$ cat config.mk
export PLATFORM = sky130hd
export DESIGN_NAME = display_scan_controller
export DESIGN_NICKNAME = d
export VERILOG_FILES = /design/src/rtl/display_pkg.sv /design/src/rtl/hex_to_seg7.sv /design/src/rtl/display_scan_controller.sv
export SDC_FILE = /design/constraint.sdc
export NUM_CORES = 1
export LEC_CHECK = 0
export ABC_AREA = 0
export CORE_MARGIN = 2
export CORE_UTILIZATION = 50
export CTS_CLUSTER_SIZE = 28
export DETAILED_ROUTE_END_ITERATION = 7
export PLACE_DENSITY_LB_ADDON = 0.25
export SLEW_MARGIN = 25
export SYNTH_ARGS = -nofsm -noshare
export SYNTH_HDL_FRONTEND = slang
export SYNTH_SLANG_ARGS = --single-unit
export TNS_END_PERCENT = 1
$ cat constraint.sdc
create_clock -name clk -period 2.9 [get_ports clk]
set_input_delay 0.435 -clock clk [delete_from_list [all_inputs] [get_ports clk]]
set_output_delay 0.435 -clock clk [all_outputs]
set_load 0.05 [all_outputs]
$ cat src/rtl/display_pkg.sv
// Shared display definitions: digit count, "all off" pin levels, scan phase
// and the buffered display-contents record.
package display_pkg;

  localparam int         NUM_DIGITS = 4;
  localparam logic [6:0] SEG_OFF    = 7'b1111111;
  localparam logic [3:0] AN_OFF     = 4'b1111;

  // BLANK = anodes forced off at slot start (anti-ghosting), SHOW = digit lit.
  typedef enum logic {
    BLANK = 1'b0,
    SHOW  = 1'b1
  } phase_e;

  // One full set of display contents (active or shadow copy).
  typedef struct packed {
    logic [4*NUM_DIGITS-1:0] digits;
    logic [NUM_DIGITS-1:0]   dp;
    logic [NUM_DIGITS-1:0]   blank;
  } disp_set_t;

endpackage

$ cat src/rtl/hex_to_seg7.sv
// Combinational hex nibble to active-low seven-segment pattern {g,f,e,d,c,b,a}.
module hex_to_seg7 (
  input  logic [3:0] nibble_i,
  output logic [6:0] seg_o
);

  // Glyph table: lowercase b and d keep them distinct from 8 and 0.
  always_comb begin
    seg_o = 7'b1111111;
    case (nibble_i)
      4'h0: seg_o = 7'b1000000;
      4'h1: seg_o = 7'b1111001;
      4'h2: seg_o = 7'b0100100;
      4'h3: seg_o = 7'b0110000;
      4'h4: seg_o = 7'b0011001;
      4'h5: seg_o = 7'b0010010;
      4'h6: seg_o = 7'b0000010;
      4'h7: seg_o = 7'b1111000;
      4'h8: seg_o = 7'b0000000;
      4'h9: seg_o = 7'b0010000;
      4'hA: seg_o = 7'b0001000;
      4'hB: seg_o = 7'b0000011;
      4'hC: seg_o = 7'b1000110;
      4'hD: seg_o = 7'b0100001;
      4'hE: seg_o = 7'b0000110;
      4'hF: seg_o = 7'b0001110;
      default: seg_o = 7'b1111111;
    endcase
  end

endmodule

$ cat src/rtl/display_scan_controller.sv
// Four-digit common-anode scan controller. Rotates digit slots, blanks the
// start of each slot, and double-buffers producer contents so they only
// reach the pins at a frame boundary.
module display_scan_controller
  import display_pkg::*;
#(
  parameter int TICKS_PER_DIGIT = 100000,
  parameter int BLANK_TICKS     = 1000
) (
  input  logic        clk,
  input  logic        rst_n,
  input  logic        load_valid,
  output logic        load_ready,
  input  logic [15:0] digits_in,
  input  logic [3:0]  dp_in,
  input  logic [3:0]  blank_in,
  output logic [3:0]  E,
  output logic [6:0]  sevenSeg,
  output logic        DP,
  output logic        frame_start
);

  localparam int             CW         = (TICKS_PER_DIGIT > 1) ? $clog2(TICKS_PER_DIGIT) : 1;
  localparam logic [CW-1:0]  TICK_LAST  = CW'(TICKS_PER_DIGIT - 1);
  localparam logic [CW-1:0]  TICK_BLANK = CW'(BLANK_TICKS);

  disp_set_t      act_q, act_d;
  disp_set_t      shd_q, shd_d;
  logic           pend_q, pend_d;
  logic [1:0]     idx_q, idx_d;
  logic [CW-1:0]  tick_q, tick_d;
  phase_e         phase_q, phase_d;
  logic [3:0]     an_q, an_d;
  logic [6:0]     seg_q, seg_d;
  logic           dp_q, dp_d;
  logic           fs_q, fs_d;

  logic           slot_end, frame_wrap, xfer, commit, dark;
  logic [3:0]     nib;
  logic [6:0]     seg_dec;

  // Next-state: slot timing, handshake/commit, and decode of the next cycle's
  // pins so the registered outputs line up with the state they reflect.
  always_comb begin
    slot_end   = (tick_q == TICK_LAST);
    frame_wrap = slot_end && (idx_q == 2'd3);
    tick_d     = slot_end ? '0 : tick_q + CW'(1);
    idx_d      = slot_end ? idx_q + 2'd1 : idx_q;

    phase_d = phase_q;
    if (slot_end)
      phase_d = BLANK;
    else if (phase_q == BLANK && tick_d == TICK_BLANK)
      phase_d = SHOW;

    // A commit needs pend_q=1, which holds load_ready low, so the two never
    // happen on the same edge.
    xfer   = load_valid && !pend_q;
    commit = frame_wrap && pend_q;

    act_d  = commit ? shd_q : act_q;
    shd_d  = xfer ? '{digits: digits_in, dp: dp_in, blank: blank_in} : shd_q;
    pend_d = xfer ? 1'b1 : (commit ? 1'b0 : pend_q);

    nib  = act_d.digits[{idx_d, 2'b00} +: 4];
    dark = (phase_d == BLANK) || act_d.blank[idx_d];

    an_d  = dark ? AN_OFF  : ~(4'b0001 << idx_d);
    seg_d = dark ? SEG_OFF : seg_dec;
    dp_d  = dark ? 1'b1    : ~act_d.dp[idx_d];
    fs_d  = frame_wrap;
  end

  hex_to_seg7 u_dec (
    .nibble_i (nib),
    .seg_o    (seg_dec)
  );

  // State and registered pins; reset discards both buffers and darkens the display.
  always_ff @(posedge clk or negedge rst_n) begin
    if (!rst_n) begin
      act_q   <= '{digits: '0, dp: '0, blank: '1};
      shd_q   <= '0;
      pend_q  <= 1'b0;
      idx_q   <= 2'd0;
      tick_q  <= '0;
      phase_q <= BLANK;
      an_q    <= AN_OFF;
      seg_q   <= SEG_OFF;
      dp_q    <= 1'b1;
      fs_q    <= 1'b0;
    end else begin
      act_q   <= act_d;
      shd_q   <= shd_d;
      pend_q  <= pend_d;
      idx_q   <= idx_d;
      tick_q  <= tick_d;
      phase_q <= phase_d;
      an_q    <= an_d;
      seg_q   <= seg_d;
      dp_q    <= dp_d;
      fs_q    <= fs_d;
    end
  end

  assign load_ready  = ~pend_q;
  assign E           = an_q;
  assign sevenSeg    = seg_q;
  assign DP          = dp_q;
  assign frame_start = fs_q;

endmodule

==> flow_metrics.tcl <==
set metrics [dict create \
    finalSetupViolations 0 \
    grt_pass1_vias 3357 \
    use_met3 0.0410 \
    synth-seq-cells 82 \
    stdcell_area_um2 5360 \
    rows 34 \
    grt_pass1_wl_mm 16.5 \
    place_congestion 0.874 \
    grt_max_degree 83 \
    synth-edff-count 0 \
    busiest_layer "met2" \
    drcViolationCount 0 \
    wirelength_mm 9.72 \
    diodes 0 \
    cts_tree "done" \
    crit_fanout 12 \
    post-place-ws_ns 0.0996 \
    crit_family "buffers and inverters" \
    ys_warn_count 0 \
    dr.pass1.iters 4 \
    htreeDepth 3 \
    io_pins 41 \
    met2_usage 0.337 \
    ctsResizeCount 0 \
    final.setup.tns_ns 0 \
    syn-num-nets 448 \
    hold_viol_final 0 \
    clock_latency_ns 0.36 \
    dp_hpwl_mm 6.92 \
    endpoint_kind "flop" \
    critPathLaunchType "flop" \
    irDropWorstVdd_uv 272 \
    initial_core_util 0.510 \
    synth.cell_area_um2 4390 \
    utilization 0.624 \
    avgSynthCellArea_um2 10.6 \
    yosysSeqAreaShare 0.472 \
    postCtsSetupRepairBufs 0 \
    clock-skew-final_ns 0.0133 \
    critPathBufInv 4 \
    synth_most_common_cell "nand2_1" \
    drv_slew 0 \
    p_per_area_nw_per_um2 445 \
    clk_pin_slew_worst_paths_ns 0.08 \
    fin_nets 511 \
    max_stage_delay_ns 0.51 \
    synthArstFlopShare 1.00 \
    synth_cell_types 59 \
    cp_cell_sequence "buf_4 > nor4b_4 > nand4_4 > buf_4 > mux2i_2 > inv_1 > a311oi_1 > a211oi_2 > buf_4 > o221ai_1" \
    ant_nets 0 \
    fmax_ghz 0.362 \
    viasPerCell 5.70 \
    critPathKind "flop to flop" \
    synthTopCellsByArea "dfrtp_1 (38%), dfstp_2 (9.6%), mux2_2 (8.2%)" \
    period_needed_ns 2.76 \
    gr-total-overflow 0 \
    setup_slack_ns 0.135 \
    die_h_um 97.7 \
    dp_cells 574 \
    hold_buffers 0 \
    antenna_found_initial 0 \
    synthTopCellsByCount "nand2_1 (79), dfrtp_1 (66), mux2_2 (32)" \
    dieWidth_um 97.7 \
    grt_use_met1 0.303 \
    p_leak_nw 2.35 \
    maxSlewHeadroom 0.516 \
    crit_slowest_cell "a311oi_1" \
    design.core.area_um2 8590 \
    holdWs_ns 0.115 \
    hp-class "input port to asynchronous set/reset pin" \
    layout-drive-gt1-share 0.259 \
    status "complete, no violations" \
    dieArea_um2 9540 \
    crit_path_frequent_cell "buf_4" \
    vias 3364 \
    cap_violations 0 \
    clockRootBuffer "clkbuf_8" \
    tightest_slew_ns 0.726 \
    critPathArrivalTime_ns 3.03 \
    syn_to_final_growth_pct 22.3 \
    clock_path_buffers 2 \
    critical_path_required_ns 3.16 \
    portBuffers 40 \
    drtIter0Drc 122 \
    p_total_mw 2.39 \
    clock-sinks 82 \
    yosys.area.top_type "dfrtp_1" \
    syn-instance-count 414 \
    yosysTopAreaCellShare 0.377 \
    synth_flop_cell "dfrtp_1" \
    track_usage 0.216 \
    placed_area_um2 5060 \
    wl_per_cell_um 16.5 \
    fin_cells 590 \
    cts_buffers 9 \
    fin_crit_sh 0.953 \
    rrSetupSlack_ns 0.14 \
]
-- placed cells by master, fill, tap and decap left out, types with 8 or more instances in the layout --
master / Yosys / routed
or3_1: 8 / 8
mux2_2: 32 / 32
xnor2_1: 13 / 13
mux2i_1: 10 / 10
nand2_1: 79 / 79
clkbuf_8: 0 / 9
o21ai_0: 8 / 8
inv_1: 10 / 10
dfrtp_1: 66 / 65
nor2_1: 21 / 21
nand3_1: 23 / 23
buf_4: 2 / 34
dfstp_2: 16 / 16
clkdlybuf4s50_1: 0 / 39
-- final timing paths --
check	start	to	cells after the start
min reg2reg	act_q[2]	act_q[2]	2
max	tick_q[13]	sevenSeg[6]	10
min	rst_n	tick_q[13]	1
max in group asynchronous	rst_n	tick_q[8]	1
min in group clk	act_q[2]	act_q[2]	2
max reg2reg	tick_q[13]	sevenSeg[6]	10
-- final cells by class --
cell class	instances	area [µm²]
fillers	715	3230
repair buffers	74	657
clock buffers	11	131
clock inverters	5	129
well taps	108	135
flip-flops and latches	82	2070
inverters	12	46.3
multi-input cells	298	2190
-- power breakdown --
| group | total, mW | switching, mW | internal (mW) |
|---|---|---|---|
| logic | 0.0981 | 0.0336 | 0.0645 |
| registers | 1.22 | 0.0332 | 1.18 |
| clock network | 1.07 | 0.411 | 0.662 |
-- state kept, by name, indices dropped and copies added (netlist names), 2 cells and up --
signal and flops:
act_q 24, shd_q 24, tick_q 17, sevenSeg 7, E 4, idx_q 2
-- logic make-up (layout without fill, tap and decap cells) --
group                      Yosys count  after routing  share of synthesized area
buffers and inverters               34            102                     0.0359
xor gates and xnor gates            18             18                     0.0402
DFF                                 82             82                      0.472
adders and majority gates            7              7                     0.0200
and+or+nand+nor                    174            174                      0.208
AOI/OAI and AO/OA                   50             50                     0.0867
muxes                               49             49                      0.136
-- per-layer routing --
metal,vias to the layer above,part of all wire
li1,1598,-
met3,16,0.038
met2,70,0.48
met5,-,0
met4,0,0.019
met1,1680,0.47
No activity file was read; power rests on OpenSTA's default activity.
